--- src/rtl/fifo_pkg.sv ---
// Shared definitions for the FIFO family: sizing helper, read-mode
// constants and parameter-legality guards used at elaboration time.
`ifndef FIFO_PKG_SV
`define FIFO_PKG_SV

// Elaboration-time guard: the labelled error block exists only when the
// condition is false, so a legal parameter set produces no hardware.
`define FIFO_CHECK_PARAM(label, cond, msg) \
    if (!(cond)) begin : label \
        $error(msg); \
    end

`define FIFO_CHECK_DEPTH(depth) \
    `FIFO_CHECK_PARAM(g_bad_depth, ((depth) >= 2), "fifo: DEPTH must be >= 2")

`define FIFO_CHECK_THRESH(depth, afull, aempty) \
    `FIFO_CHECK_PARAM(g_bad_afull, (((afull) >= 1) && ((afull) <= (depth))), "fifo: AFULL_THRESH out of range") \
    `FIFO_CHECK_PARAM(g_bad_aempty, (((aempty) >= 0) && ((aempty) <= ((depth) - 1))), "fifo: AEMPTY_THRESH out of range")

package fifo_pkg;

    localparam int FWFT_OFF = 0;
    localparam int FWFT_ON  = 1;

    // Number of bits needed to encode values 0..value-1.
    function automatic int clog2(input int value);
        int result;
        result = 0;
        for (int i = 0; i < 31; i++) begin
            if ((32'd1 << i) < value) begin
                result = i + 1;
            end
        end
        return result;
    endfunction

endpackage

`endif

--- src/rtl/sync_fifo_flags_if.sv ---
// Handshake and status bundle between a producer/consumer and the FIFO.
interface sync_fifo_flags_if
    import fifo_pkg::*;
#(
    parameter int DATASIZE = 8,
    parameter int DEPTH    = 90
);
    localparam int CNTSIZE = clog2(DEPTH + 1);

    logic                wr_en;
    logic [DATASIZE-1:0] wr_data;
    logic                rd_en;
    logic                flush;
    logic                clr_err;
    logic [DATASIZE-1:0] rd_data;
    logic                o_rd_valid;
    logic                o_fifo_full;
    logic                o_fifo_empty;
    logic                o_almost_full;
    logic                o_almost_empty;
    logic [CNTSIZE-1:0]  o_count;
    logic                o_overflow;
    logic                o_underflow;

    modport master (
        output wr_en, wr_data, rd_en, flush, clr_err,
        input  rd_data, o_rd_valid, o_fifo_full, o_fifo_empty,
               o_almost_full, o_almost_empty, o_count, o_overflow, o_underflow
    );

    modport slave (
        input  wr_en, wr_data, rd_en, flush, clr_err,
        output rd_data, o_rd_valid, o_fifo_full, o_fifo_empty,
               o_almost_full, o_almost_empty, o_count, o_overflow, o_underflow
    );
endinterface

--- src/rtl/fifo_ram.sv ---
// Simple dual-port RAM: synchronous write, read port either registered
// (resettable output register) or asynchronous for fall-through use.
module fifo_ram
    import fifo_pkg::*;
#(
    parameter int DATASIZE = 8,
    parameter int DEPTH    = 90,
    parameter int FWFT     = FWFT_OFF,
    localparam int ADDRSIZE = clog2(DEPTH)
) (
    input  logic                clk,
    input  logic                rst,
    input  logic                wr_en,
    input  logic [ADDRSIZE-1:0] wr_addr,
    input  logic [DATASIZE-1:0] wr_data,
    input  logic                rd_en,
    input  logic [ADDRSIZE-1:0] rd_addr,
    output logic [DATASIZE-1:0] rd_data
);

    logic [DATASIZE-1:0] mem [DEPTH];

    // Storage write; contents deliberately not reset so it maps to RAM.
    always_ff @(posedge clk) begin
        if (wr_en) begin
            mem[wr_addr] <= wr_data;
        end
    end

    generate
        if (FWFT == FWFT_ON) begin : g_async_read
            assign rd_data = mem[rd_addr];
        end else begin : g_reg_read
            logic [DATASIZE-1:0] rd_q;

            // Registered read: capture the addressed word on a read, hold otherwise.
            always_ff @(posedge clk or posedge rst) begin
                if (rst) begin
                    rd_q <= '0;
                end else if (rd_en) begin
                    rd_q <= mem[rd_addr];
                end
            end

            assign rd_data = rd_q;
        end
    endgenerate

endmodule

--- src/rtl/sync_fifo_flags.sv ---
// Single-clock FIFO with fill count, almost-full/empty thresholds,
// optional first-word-fall-through, synchronous flush and sticky errors.
module sync_fifo_flags
    import fifo_pkg::*;
#(
    parameter int DATASIZE      = 8,
    parameter int DEPTH         = 90,
    parameter int AFULL_THRESH  = 80,
    parameter int AEMPTY_THRESH = 8,
    parameter int FWFT          = FWFT_OFF
) (
    input  logic               clk,
    input  logic               rst,
    sync_fifo_flags_if.slave   bus
);

    localparam int ADDRSIZE = clog2(DEPTH);
    localparam int CNTSIZE  = clog2(DEPTH + 1);

    `FIFO_CHECK_DEPTH(DEPTH)
    `FIFO_CHECK_THRESH(DEPTH, AFULL_THRESH, AEMPTY_THRESH)

    logic [ADDRSIZE-1:0] wptr, rptr, wptr_next, rptr_next;
    logic [CNTSIZE-1:0]  count, count_next;
    logic                full_q, empty_q, afull_q, aempty_q;
    logic                overflow_q, underflow_q, valid_q;
    logic                wr_acc, rd_acc;

    // Pointers wrap explicitly at DEPTH-1, independent of power-of-two sizing.
    function automatic logic [ADDRSIZE-1:0] next_ptr(input logic [ADDRSIZE-1:0] ptr);
        if (ptr == ADDRSIZE'(DEPTH - 1)) begin
            return '0;
        end
        return ptr + 1'b1;
    endfunction

    // Accept decisions from registered flags; next pointers and count.
    always_comb begin
        wr_acc     = bus.wr_en && !full_q && !bus.flush;
        rd_acc     = bus.rd_en && !empty_q && !bus.flush;
        wptr_next  = wptr;
        rptr_next  = rptr;
        count_next = count;
        if (bus.flush) begin
            wptr_next  = '0;
            rptr_next  = '0;
            count_next = '0;
        end else begin
            if (wr_acc) begin
                wptr_next = next_ptr(wptr);
            end
            if (rd_acc) begin
                rptr_next = next_ptr(rptr);
            end
            if (wr_acc && !rd_acc) begin
                count_next = count + 1'b1;
            end else if (rd_acc && !wr_acc) begin
                count_next = count - 1'b1;
            end
        end
    end

    // Pointer, count and status flags, all registered from the next count.
    always_ff @(posedge clk or posedge rst) begin
        if (rst) begin
            wptr     <= '0;
            rptr     <= '0;
            count    <= '0;
            full_q   <= 1'b0;
            empty_q  <= 1'b1;
            afull_q  <= 1'b0;
            aempty_q <= 1'b1;
            valid_q  <= 1'b0;
        end else begin
            wptr     <= wptr_next;
            rptr     <= rptr_next;
            count    <= count_next;
            full_q   <= (count_next == CNTSIZE'(DEPTH));
            empty_q  <= (count_next == '0);
            afull_q  <= (count_next >= CNTSIZE'(AFULL_THRESH));
            aempty_q <= (count_next <= CNTSIZE'(AEMPTY_THRESH));
            valid_q  <= rd_acc;
        end
    end

    // Sticky error flags; a new error outranks clr_err, flushed requests are ignored.
    always_ff @(posedge clk or posedge rst) begin
        if (rst) begin
            overflow_q  <= 1'b0;
            underflow_q <= 1'b0;
        end else begin
            if (bus.wr_en && full_q && !bus.flush) begin
                overflow_q <= 1'b1;
            end else if (bus.clr_err) begin
                overflow_q <= 1'b0;
            end
            if (bus.rd_en && empty_q && !bus.flush) begin
                underflow_q <= 1'b1;
            end else if (bus.clr_err) begin
                underflow_q <= 1'b0;
            end
        end
    end

    fifo_ram #(
        .DATASIZE (DATASIZE),
        .DEPTH    (DEPTH),
        .FWFT     (FWFT)
    ) u_ram (
        .clk     (clk),
        .rst     (rst),
        .wr_en   (wr_acc),
        .wr_addr (wptr),
        .wr_data (bus.wr_data),
        .rd_en   (rd_acc),
        .rd_addr (rptr),
        .rd_data (bus.rd_data)
    );

    generate
        if (FWFT == FWFT_ON) begin : g_fwft_valid
            assign bus.o_rd_valid = !empty_q;
        end else begin : g_reg_valid
            assign bus.o_rd_valid = valid_q;
        end
    endgenerate

    assign bus.o_fifo_full    = full_q;
    assign bus.o_fifo_empty   = empty_q;
    assign bus.o_almost_full  = afull_q;
    assign bus.o_almost_empty = aempty_q;
    assign bus.o_count        = count;
    assign bus.o_overflow     = overflow_q;
    assign bus.o_underflow    = underflow_q;

endmodule

--- src/flat_wrapper.sv ---
// flat-port wrapper written by rule: the top's interface ports become plain ports
module sync_fifo_flags_flat import fifo_pkg::*;
#(
    parameter int DATASIZE      = 8,
    parameter int DEPTH         = 90,
    parameter int AFULL_THRESH  = 80,
    parameter int AEMPTY_THRESH = 8,
    parameter int FWFT          = FWFT_OFF
)
  (clk, rst, bus_wr_en, bus_wr_data, bus_rd_en, bus_flush, bus_clr_err, bus_rd_data, bus_o_rd_valid, bus_o_fifo_full, bus_o_fifo_empty, bus_o_almost_full, bus_o_almost_empty, bus_o_count, bus_o_overflow, bus_o_underflow);
  sync_fifo_flags_if #(.DATASIZE(DATASIZE), .DEPTH(DEPTH)) bus_i ();
  input  logic clk;
  input  logic rst;
  input wire logic [$bits(bus_i.wr_en)-1:0] bus_wr_en;
  input wire logic [$bits(bus_i.wr_data)-1:0] bus_wr_data;
  input wire logic [$bits(bus_i.rd_en)-1:0] bus_rd_en;
  input wire logic [$bits(bus_i.flush)-1:0] bus_flush;
  input wire logic [$bits(bus_i.clr_err)-1:0] bus_clr_err;
  output wire logic [$bits(bus_i.rd_data)-1:0] bus_rd_data;
  output wire logic [$bits(bus_i.o_rd_valid)-1:0] bus_o_rd_valid;
  output wire logic [$bits(bus_i.o_fifo_full)-1:0] bus_o_fifo_full;
  output wire logic [$bits(bus_i.o_fifo_empty)-1:0] bus_o_fifo_empty;
  output wire logic [$bits(bus_i.o_almost_full)-1:0] bus_o_almost_full;
  output wire logic [$bits(bus_i.o_almost_empty)-1:0] bus_o_almost_empty;
  output wire logic [$bits(bus_i.o_count)-1:0] bus_o_count;
  output wire logic [$bits(bus_i.o_overflow)-1:0] bus_o_overflow;
  output wire logic [$bits(bus_i.o_underflow)-1:0] bus_o_underflow;
  assign bus_i.wr_en = bus_wr_en;
  assign bus_i.wr_data = bus_wr_data;
  assign bus_i.rd_en = bus_rd_en;
  assign bus_i.flush = bus_flush;
  assign bus_i.clr_err = bus_clr_err;
  assign bus_rd_data = bus_i.rd_data;
  assign bus_o_rd_valid = bus_i.o_rd_valid;
  assign bus_o_fifo_full = bus_i.o_fifo_full;
  assign bus_o_fifo_empty = bus_i.o_fifo_empty;
  assign bus_o_almost_full = bus_i.o_almost_full;
  assign bus_o_almost_empty = bus_i.o_almost_empty;
  assign bus_o_count = bus_i.o_count;
  assign bus_o_overflow = bus_i.o_overflow;
  assign bus_o_underflow = bus_i.o_underflow;
  sync_fifo_flags #(.DATASIZE(DATASIZE), .DEPTH(DEPTH), .AFULL_THRESH(AFULL_THRESH), .AEMPTY_THRESH(AEMPTY_THRESH), .FWFT(FWFT)) u_core (.clk(clk), .rst(rst), .bus(bus_i));
endmodule
--- config.mk ---
export PLATFORM = sky130hd
export DESIGN_NAME = sync_fifo_flags_flat
export DESIGN_NICKNAME = d
export VERILOG_FILES = /design/src/rtl/fifo_pkg.sv /design/src/rtl/sync_fifo_flags_if.sv /design/src/rtl/fifo_ram.sv /design/src/rtl/sync_fifo_flags.sv /design/src/flat_wrapper.sv
export SDC_FILE = /design/constraint.sdc
export NUM_CORES = 1
export LEC_CHECK = 0
export ABC_AREA = 1
export CAP_MARGIN = 20
export CORE_ASPECT_RATIO = 0.7
export CORE_UTILIZATION = 40
export CTS_CLUSTER_DIAMETER = 100
export DETAILED_ROUTE_END_ITERATION = 10
export PLACE_DENSITY = 0.62
export SKIP_LAST_GASP = 1
export SLEW_MARGIN = 20
export SYNTH_ARGS = -nofsm -noshare
export SYNTH_HDL_FRONTEND = slang
export SYNTH_SLANG_ARGS = --single-unit
export TNS_END_PERCENT = 100
--- constraint.sdc ---
create_clock -name clk -period 4.3 [get_ports clk]
set_input_delay 1.29 -clock clk [delete_from_list [all_inputs] [get_ports clk]]
set_output_delay 1.29 -clock clk [all_outputs]
set_load 0.03 [all_outputs]
==> reports/results.txt <==
Register Area = 22530 µm²
slowest stage delay, CP = 0.55 ns
antenna viol nets, final = 0
initial core utilization = 40.38%
CTS Buffer Depth = 3
Area contributors post-synth = edfxtp_1 66%, nand2_1 10%, nor2_1 4.8%
max_slew headroom = 34.74%
Max Cap Viol = 0
Total GRT Usage = 21.23%
area of the multi-input gates = 7945 µm²
Synth Area in XOR/XNOR = 0.2693%
CP max stage cell = nor2_1
Slew @ Worst Pin = 0.9790 ns
Post-CTS Setup Bufs = 0
CTS hold repair buffers = 0
Num CTS Buffers = 70
Fmax = 305.6 MHz
Pins Over Slew Limit = 0
Detail Placement HPWL = 52750 µm
Synth Instances = 3118
Tcrit/Tclk final = 76.09%
ratio of cells with drive above 1 in the final layout = 6.610%
Worst Setup Slack, final = 1.028 ns
cell taking the most area after synthesis = edfxtp_1
Post-Synthesis Cell Area = 32520 µm²
mux contribution to synthesized area = 0%
Seq cells post-synth = 756
average size of a mapped cell = 10.43 µm²
CTS root buffer = clkbuf_16
Post-Synth Adder-Cell Area = 0.2308%
clk_skew = 0.01818 ns
Crit Path Category = input port to register
Area Overhead vs Synth = 11.80%
Core Box Area = 80550 µm²
Worst-path clk slew = 0.06 ns
Worst setup EP type = register
vias in the first global route = 20980
Fin Setup TNS = 0 ns
die height = 240.6 µm
delay-heaviest family, CP = simple AND/OR/NAND/NOR gates
Leakage = 14.22 nW
post-cts gate resize count = 0
CTS tree = built
Worst-Skew Late Latency = 0.62 ns
Synth Area in Compound Gates = 3.531%
num ports = 36
placed cells = 4138
CP Cell Sequence = clkdlybuf4s50_1 > inv_2 > nand3_2 > nor2_1 > nand3_1 > buf_12 > nor2_1
Die Area = 82480 µm²
EDFF count, synth = 720
status = complete, no violations
synth warn = 0
fin nets = 3162
Routed wire per std cell = 20.41 µm
pwr/cell area = 458.4 nW/µm²
largest net degree at the start of global routing = 207
I/O Buffers = 35
register area share after synthesis = 69.25%
drt via density = 5.140
CP Buf/Inv Count = 3
final hold violation count = 0
pre-CTS setup slack = 0.4783 ns
total power = 0.01667 W
DRC = 0
WL final = 86960 µm
antenna violations before repair = 0
most common library cells after synthesis = 899 x nand2_1, 720 x edfxtp_1, 417 x nor2_1
Crit path top cell by count = nor2_1
number of non-filler instances in the completed layout = 4261
largest family of logic cells by synthesized area = simple AND/OR/NAND/NOR gates
fill count = 7553
# setup viols final = 0
Yosys cell types = 33
via count = 21900
die width = 342.8 µm
first-pass GRT wire length = 130600 µm
VDD IR-drop max = 279.4 µV
H-tree levels = 3
CP Max Fanout = 13
gr ovfl total = 0
ys async rst share = 4.762%
Hold/Removal Path Class = register to register
number of DRC markers in iteration 0 = 2568
Sink Count = 756
Tmin final = 3.272 ns
Placer Congestion = 0.8627
dominant synthesized flop cell = edfxtp_1
Site Rows = 87
Post-Syn Nets = 3138
share of the synthesized area in the top cell type = 66.47%
Synth Area in Simple Gates = 20.40%
most frequent cell after synthesis = nand2_1
arrival time worst endpoint = 3.52 ns
data required time of the worst path = 4.54 ns
first drt pass iteration count = 5
Critical Path Source Type = input port
RSZ-0062 raised after global routing = no
[routing by layer]
layer | GRT usage (%) | vias up | share of wire, %
met2 | 29.53 | 978 | 41
met1 | 32.97 | 10480 | 47
met5 | 0 | - | 0
met3 | 5.285 | 122 | 10
met4 | 4.816 | 0 | 2.0
li1 | - | 10320 | -
[kinds of logic (layout without fill, tap and decap cells)]
family,after synthesis,after routing
fa+ha+maj,6,6
flops,756,756
compound gates,220,220
other cells,0,1
simple gates,1644,1644
buf+inv,482,556
xor+xnor,10,10
[cells in the final DEF, fill, tap and decap left out, types with 9 or more instances in the layout]
cell type and n:
buf_12 14, a21oi_1 42, clkbuf_16 73, clkinv_1 14, clkinv_2 10, nand3_1 290
dfrtp_1 31, clkdlybuf4s50_1 27, nand2_1 899, edfxtp_1 720, o21ai_0 147, or2_2 18
inv_1 312, nand4_1 9, o211ai_1 12, nor2_1 417, o22ai_1 11, clkbuf_1 18
buf_4 70
[where the power goes]
part | switching (W) | internal, W | leakage, nW
logic | 0.00157 | 0.000604 | 6.20
clock network | 0.00271 | 0.00359 | 1.09
registers | 0.0000843 | 0.00812 | 6.93
total | 0.00436 | 0.0123 | 14.2
[through the flow]
step | cell area (µm²) | hold slack (ns) | util (%)
4_1_cts | 36360 | 0.5339 | 45.14
3_3_place_gp | 34120 | 0.5109 | 42.35
3_5_place_dp | 34120 | 0.5220 | 42.35
5_1_grt | 36360 | 0.5488 | 45.14
6_report | 36360 | 0.5331 | 45.14
2_1_floorplan | 32520 | 0.5746 | -
[worst register-to-register path: stages (launching register included)]
cell and delay (ns):
dfrtp_4 0.69, inv_8 0.70, buf_4 0.51, o21ai_0 0.17, nand3_1 0.17, nand2_1 0.09
nor2_1 0.26, nor2_1 0.07, nor2_1 0.12, nor2_1 0.09, a21oi_1 0.17
[sequential cells by signal, indices dropped and copies added, names as in the netlist]
register and cells:
u_core.bus.o_almost_empty 1, u_core.bus.o_fifo_full 1, u_core.bus.o_almost_full 1, u_core.u_ram.mem 720
u_core.u_ram.rd_data 8, u_core.bus.o_count 7, u_core.wptr 7, u_core.bus.o_fifo_empty 1
u_core.bus.o_overflow 1, u_core.rptr 7, u_core.bus.o_rd_valid 1, u_core.bus.o_underflow 1
[path summary, 6_finish.rpt]
path / startpoint / endpoint / slack (ns) / depth (start not counted)
min in group asynchronous: rst / u_core.wptr[2] / 1.21 / 2
min: u_core.bus.o_underflow / u_core.bus.o_underflow / 0.53 / 2
max reg2reg: u_core.rptr[0] / u_core.u_ram.rd_data[0] / 1.17 / 10
max in group asynchronous: rst / u_core.rptr[1] / 2.43 / 2
min reg2reg: u_core.bus.o_underflow / u_core.bus.o_underflow / 0.53 / 2
max: bus_flush / u_core.u_ram.mem[49][6] / 1.03 / 7
[cell type report]
cell class	instances	area share [%]
flip-flops and latches	756	61.97
multi-input cells	1880	21.85
clock buffers	91	5.210
well taps	1068	3.675
inverters	323	3.369
repair buffers	111	2.959
clock inverters	31	0.9635
diodes	1	0.006882
(Power assumes the default switching activity.)
